`config.mk`:
```
export PLATFORM = sky130hd
export DESIGN_NAME = ccd_frame_reader
export DESIGN_NICKNAME = d
export VERILOG_FILES = /design/src/rtl/ccd_frame_pkg.sv /design/src/rtl/ccd_frame_reader.sv
export SDC_FILE = /design/constraint.sdc
export NUM_CORES = 1
export LEC_CHECK = 0
export CAP_MARGIN = 20
export CORE_MARGIN = 2
export CORE_UTILIZATION = 50
export DETAILED_ROUTE_END_ITERATION = 6
export PLACE_DENSITY = 0.81
export SYNTH_ARGS = -nofsm -noshare
export SYNTH_HDL_FRONTEND = slang
export SYNTH_SLANG_ARGS = --single-unit
export TNS_END_PERCENT = 100
```
`constraint.sdc`:
```
create_clock -name clk -period 5.5 [get_ports clk]
set_input_delay 0.825 -clock clk [delete_from_list [all_inputs] [get_ports clk]]
set_output_delay 0.825 -clock clk [all_outputs]
set_load 0.1 [all_outputs]
```
`src/rtl/ccd_frame_pkg.sv`:
```
// Shared types and defaults for the CCD line-to-serial frame reader.
// The optional checksum state is enabled by CCD_FRAME_CHECKSUM_EN.
package ccd_frame_pkg;

    localparam int         PIXELS_DEF  = 1024;
    localparam logic [7:0] HDR0_DEF    = 8'hAA;
    localparam logic [7:0] HDR1_DEF    = 8'h55;
    localparam int         USEDW_W_DEF = 11;

    typedef enum logic [3:0] {
        S_IDLE,
        S_HDR0,
        S_HDR1,
        S_LEN_H,
        S_LEN_L,
        S_RD_REQ,
        S_RD_CAP,
        S_PIX,
        S_SUM,
        S_DONE
    } state_e;

endpackage

```
`src/rtl/ccd_frame_reader.sv`:
```
// Drains one CCD line from the pixel FIFO and frames it for the UART.
// Define CCD_FRAME_CHECKSUM_EN to append the 8-bit pixel checksum byte.
module ccd_frame_reader
    import ccd_frame_pkg::*;
#(
    parameter int         PIXELS  = PIXELS_DEF,
    parameter logic [7:0] HDR0    = HDR0_DEF,
    parameter logic [7:0] HDR1    = HDR1_DEF,
    parameter int         USEDW_W = USEDW_W_DEF
) (
    input  logic               clk,
    input  logic               rst,
    input  logic               send_flag,
    input  logic [7:0]         rd_data,
    input  logic               rdempty,
    input  logic [USEDW_W-1:0] rdusedw,
    output logic               rdreq,
    output logic [7:0]         tx_data,
    output logic               tx_valid,
    input  logic               tx_ready,
    output logic               busy,
    output logic               frame_done,
    output logic               err_underrun
);

    localparam logic [15:0] LEN = 16'(PIXELS);

    state_e      state_q, state_d;
    logic        sf_q, sf_d1_q;
    logic [15:0] cnt_q, cnt_d;
    logic [7:0]  pix_q, pix_d;
    logic        err_q, err_d;
    logic        rise;
    logic        unused_usedw;
`ifdef CCD_FRAME_CHECKSUM_EN
    logic [7:0]  sum_q, sum_d;
`endif

    // Fill level is informational only; flow control uses rdempty.
    assign unused_usedw = ^rdusedw;
    assign rise         = sf_q & ~sf_d1_q;
    assign busy         = (state_q != S_IDLE);
    assign err_underrun = err_q;

    always_ff @(posedge clk or posedge rst) begin
        if (rst) begin
            state_q <= S_IDLE;
            sf_q    <= 1'b0;
            sf_d1_q <= 1'b0;
            cnt_q   <= 16'd0;
            pix_q   <= 8'h00;
            err_q   <= 1'b0;
`ifdef CCD_FRAME_CHECKSUM_EN
            sum_q   <= 8'h00;
`endif
        end else begin
            state_q <= state_d;
            sf_q    <= send_flag;
            sf_d1_q <= sf_q;
            cnt_q   <= cnt_d;
            pix_q   <= pix_d;
            err_q   <= err_d;
`ifdef CCD_FRAME_CHECKSUM_EN
            sum_q   <= sum_d;
`endif
        end
    end

    always_comb begin
        state_d    = state_q;
        cnt_d      = cnt_q;
        pix_d      = pix_q;
        err_d      = err_q;
`ifdef CCD_FRAME_CHECKSUM_EN
        sum_d      = sum_q;
`endif
        rdreq      = 1'b0;
        tx_valid   = 1'b0;
        tx_data    = 8'h00;
        frame_done = 1'b0;
        unique case (state_q)
            S_IDLE: begin
                if (rise) begin
                    state_d = S_HDR0;
                    cnt_d   = 16'd0;
                    err_d   = 1'b0;
`ifdef CCD_FRAME_CHECKSUM_EN
                    sum_d   = 8'h00;
`endif
                end
            end
            S_HDR0: begin
                tx_valid = 1'b1;
                tx_data  = HDR0;
                if (tx_ready) state_d = S_HDR1;
            end
            S_HDR1: begin
                tx_valid = 1'b1;
                tx_data  = HDR1;
                if (tx_ready) state_d = S_LEN_H;
            end
            S_LEN_H: begin
                tx_valid = 1'b1;
                tx_data  = LEN[15:8];
                if (tx_ready) state_d = S_LEN_L;
            end
            S_LEN_L: begin
                tx_valid = 1'b1;
                tx_data  = LEN[7:0];
                if (tx_ready) state_d = S_RD_REQ;
            end
            S_RD_REQ: begin
                // After a short line every remaining pixel is zero padding.
                if (err_q) begin
                    pix_d   = 8'h00;
                    state_d = S_PIX;
                end else if (!rdempty) begin
                    rdreq   = 1'b1;
                    state_d = S_RD_CAP;
                end else if (!send_flag) begin
                    err_d   = 1'b1;
                    pix_d   = 8'h00;
                    state_d = S_PIX;
                end
            end
            S_RD_CAP: begin
                pix_d   = rd_data;
                state_d = S_PIX;
            end
            S_PIX: begin
                tx_valid = 1'b1;
                tx_data  = pix_q;
                if (tx_ready) begin
                    cnt_d = cnt_q + 16'd1;
`ifdef CCD_FRAME_CHECKSUM_EN
                    sum_d = sum_q + pix_q;
                    if (cnt_d == LEN) state_d = S_SUM;
                    else              state_d = S_RD_REQ;
`else
                    if (cnt_d == LEN) state_d = S_DONE;
                    else              state_d = S_RD_REQ;
`endif
                end
            end
`ifdef CCD_FRAME_CHECKSUM_EN
            S_SUM: begin
                tx_valid = 1'b1;
                tx_data  = sum_q;
                if (tx_ready) state_d = S_DONE;
            end
`endif
            S_DONE: begin
                frame_done = 1'b1;
                state_d    = S_IDLE;
            end
            default: state_d = S_IDLE;
        endcase
    end

endmodule

```
==> key figures <==
Outcome
  • Status: finished, final reports clean

Setup path
  • CP arrival: 2.67 ns
  • Critical path launch point type: input pin
  • Worst flop-to-flop path startpoint: state_q[0]$_DFFE_PP0P_
  • Critical path class: in2out
  • Internal reg-to-reg setup slack: approximately 3.3 ns
  • Worst R2R End: cnt_q[8]$_DFFE_PP0P_
  • Worst endpoint required time: about 4.7 ns
  • Worst Setup End Kind: output pin
  • Crit-path max FO: 5
  • Worst Reg2Reg Path Length in Cells: 5

STA
  • Setup TNS: 0 ns
  • Worst slew pin tran: roughly 0.98 ns
  • Max Freq: 286.1 MHz
  • Tcrit/Tclk final: around 64%
  • Final hold vios: 0
  • Fin Clk Skew: about 0.0048 ns
  • Fin. max-slew vios: 0
  • Minimum clock period: roughly 3.5 ns
  • RSZ-0062 raised after global routing: false
  • Fin worst setup slack: ~2.0 ns
  • Final setup fails: 0
  • Rel. slew slack: 34.61%

Synthesis
  • Area share of the largest cell type after synthesis: 40.36%
  • Syn_nets: about 240
  • Post-synth ARST share: 100.0%
  • Syn avg cell area: about 8.9 µm²
  • Number of flops mapped to enable cells by yosys: 0
  • Most frequent cell after synthesis: dfrtp_1
  • Number of distinct library cells after synthesis: 50
  • Synthesized flop and latch total: 31
  • Commonest cells in the netlist: dfrtp_1, nor2_1, o21ai_0
  • Synth Instances: ~220
  • Top_reg_cell synth: dfrtp_1
  • Register area share after synthesis: 40.36%
  • Synth area leader: dfrtp_1
  • Syn. warnings: 0
  • Top cells by area, synth: dfrtp_1, o21ai_0, a22o_1, nor2_1, nand2_1
  • Synth Cell Area: between 1500 and 2000 µm²

Route
  • DRT Pass-1 Iters: 4
  • Routed vias: roughly 1700
  • DR iter-0 viols: between 100 and 150
  • DRC Markers: 0
  • Number of vias per cell: between 5 and 6
  • Post-route ant nets: 0
  • WL final: a little over 4000 µm
  • WL/cell: approximately 14 µm

Floorplan
  • Rows: 22
  • Initial core utilization: between 50 and 60%
  • Die height: between 60 and 70 µm
  • DIE AREA: between 4000 and 5000 µm²
  • Die width: 66.00 µm
  • I/O pin count: 37
  • CORE AREA: around 3700 µm²

CTS
  • Post-CTS setup buffer count: 0
  • Clock Latency Late Sink: a little under 0.3 ns
  • CTS max path bufs: 2
  • # resized after CTS: 0
  • # clock sinks: 31
  • Clk root buf: clkbuf_8
  • # hold bufs at CTS: 0
  • TritonCTS clock tree: done
  • H-tree levels: 2
  • Clock-pin slew of the registers on the worst-case setup and hold paths: 0.07 ns
  • Number of buffers created by CTS: 5

Placed design
  • DP HPWL: around 2700 µm
  • Post-Place Worst Slack: approximately 2 ns
  • Port-buffer cells: 25
  • GPL Wtd Cong: approximately 0.87

Layout
  • Multi-input gate area: 1064 µm²
  • Synth-to-layout area growth: 18.75%
  • Fill count: 321
  • Sequential cell area: a little under 800 µm²
  • Share of cells above drive strength 1: roughly 10%
  • Final Core Density: between 60 and 70%
  • Layout Nets: ~260
  • # diodes: 0

Pwr
  • Power per standard cell area: roughly 450 nW/µm²
  • LEAKAGE: ~0.00094 µW
  • VDD IR max: 0.3067 mV

GRT
  • Total gr overflow: 0
  • Initial antenna violation count: 0
  • Vias in the first global route: approximately 1500
  • All-Layer GR Usage: between 20% and 30%
  • Largest net degree at the start of global routing: 32
  • First-pass GRT wire length: approximately 7000 µm

Run
  • Max-capacitance violation count: 0

Min path
  • Worst Hold Launch: sf_q$_DFF_PP0_
  • Hold Path Sink: sf_d1_q$_DFF_PP0_
  • Hold Path Stages: 0
  • Worst min path class: reg2reg
-- worst max-delay path: stages --
cell	delay, ns
clkdlybuf4s50_1	0.49
nor3_1	0.20
clkdlybuf4s50_1	1.15
-- sequential cells by signal, summed over array words and instances, names as in the netlist --
signal	count
cnt_q	16
pix_q	8
state_q	4
err_underrun	1
sf_d1_q	1
sf_q	1
-- kinds of logic after synthesis --
| group | after synthesis | share of synthesized area, % |
|---|---|---|
| and+or+nand+nor | 89 | 26.50 |
| AOI/OAI and AO/OA | 70 | 23.83 |
| DFF | 31 | 40.36 |
| buffers and inverters | 17 | 4.297 |
| xor gates and xnor gates | 7 | 3.190 |
| adders and majority gates | 2 | 1.302 |
| muxes | 1 | 0.5209 |
-- cells in the final DEF (no fill, tap or decap), types with 4 or more instances in the layout --
| cell type | instances |
|---|---|
| a21oi_1 | 11 |
| a22o_1 | 9 |
| a31oi_1 | 5 |
| clkbuf_8 | 6 |
| clkdlybuf4s50_1 | 25 |
| dfrtp_1 | 31 |
| nand2_1 | 20 |
| nand3_1 | 12 |
| nand4_1 | 4 |
| nor2_1 | 21 |
| o21ai_0 | 21 |
| o21ai_1 | 5 |
| o31ai_1 | 5 |
| xnor2_1 | 4 |
-- layout make-up --
type,instances,share of cell area (%)
Multi-Input combinational cell,169,46.60
Tap cell,48,2.632
Inverter,2,0.3289
Clock inverter,2,1.535
Sequential cell,31,33.99
Clock buffer,6,3.618
Timing Repair Buffer,26,11.29
-- power by group --
group | total (µW) | switching, µW | internal [µW]
Clock | 233 | 86.8 | 146
Sequential | 345 | 69.5 | 276
Combinational | 457 | 312 | 145
Total | 1040 | 468 | 568
-- layer usage --
metal  vias to the layer above  track usage, %  share of wire, %
met5                         -               0                 0
met4                         0           8.418               1.4
met3                         7           6.133               5.5
met2                        50           30.93                46
met1                       794           29.33                47
li1                        832               -                 -
-- how the worst max path moves through the flow --
| stage | end | depth (start not counted) | slack, ns | start |
|---|---|---|---|---|
| floorplan | rdreq | 1 | 1.68 | err_underrun$_DFFE_PP0P_ |
| global placement | rdreq | 3 | 2.03 | rdempty |
| detailed placement | rdreq | 3 | 2.00 | rdempty |
| CTS | rdreq | 3 | 2.00 | rdempty |
| global route | tx_data[4] | 4 | 1.80 | state_q[2]$_DFFE_PP0P_ |
| finish | rdreq | 3 | 2.00 | rdempty |
-- through the flow --
stage	total power [µW]	area [µm²]	instances	hold WS [ns]
2_1_floorplan	708.0	1922	217	0.3465
3_3_place_gp	796.4	2165	276	0.3550
6_report	1036	2282	284	0.3708
5_1_grt	1098	2282	284	0.3878
4_1_cts	1040	2282	284	0.3779
3_5_place_dp	803.7	2165	276	0.3622
Note: power is estimated with default switching activity, not from simulation.
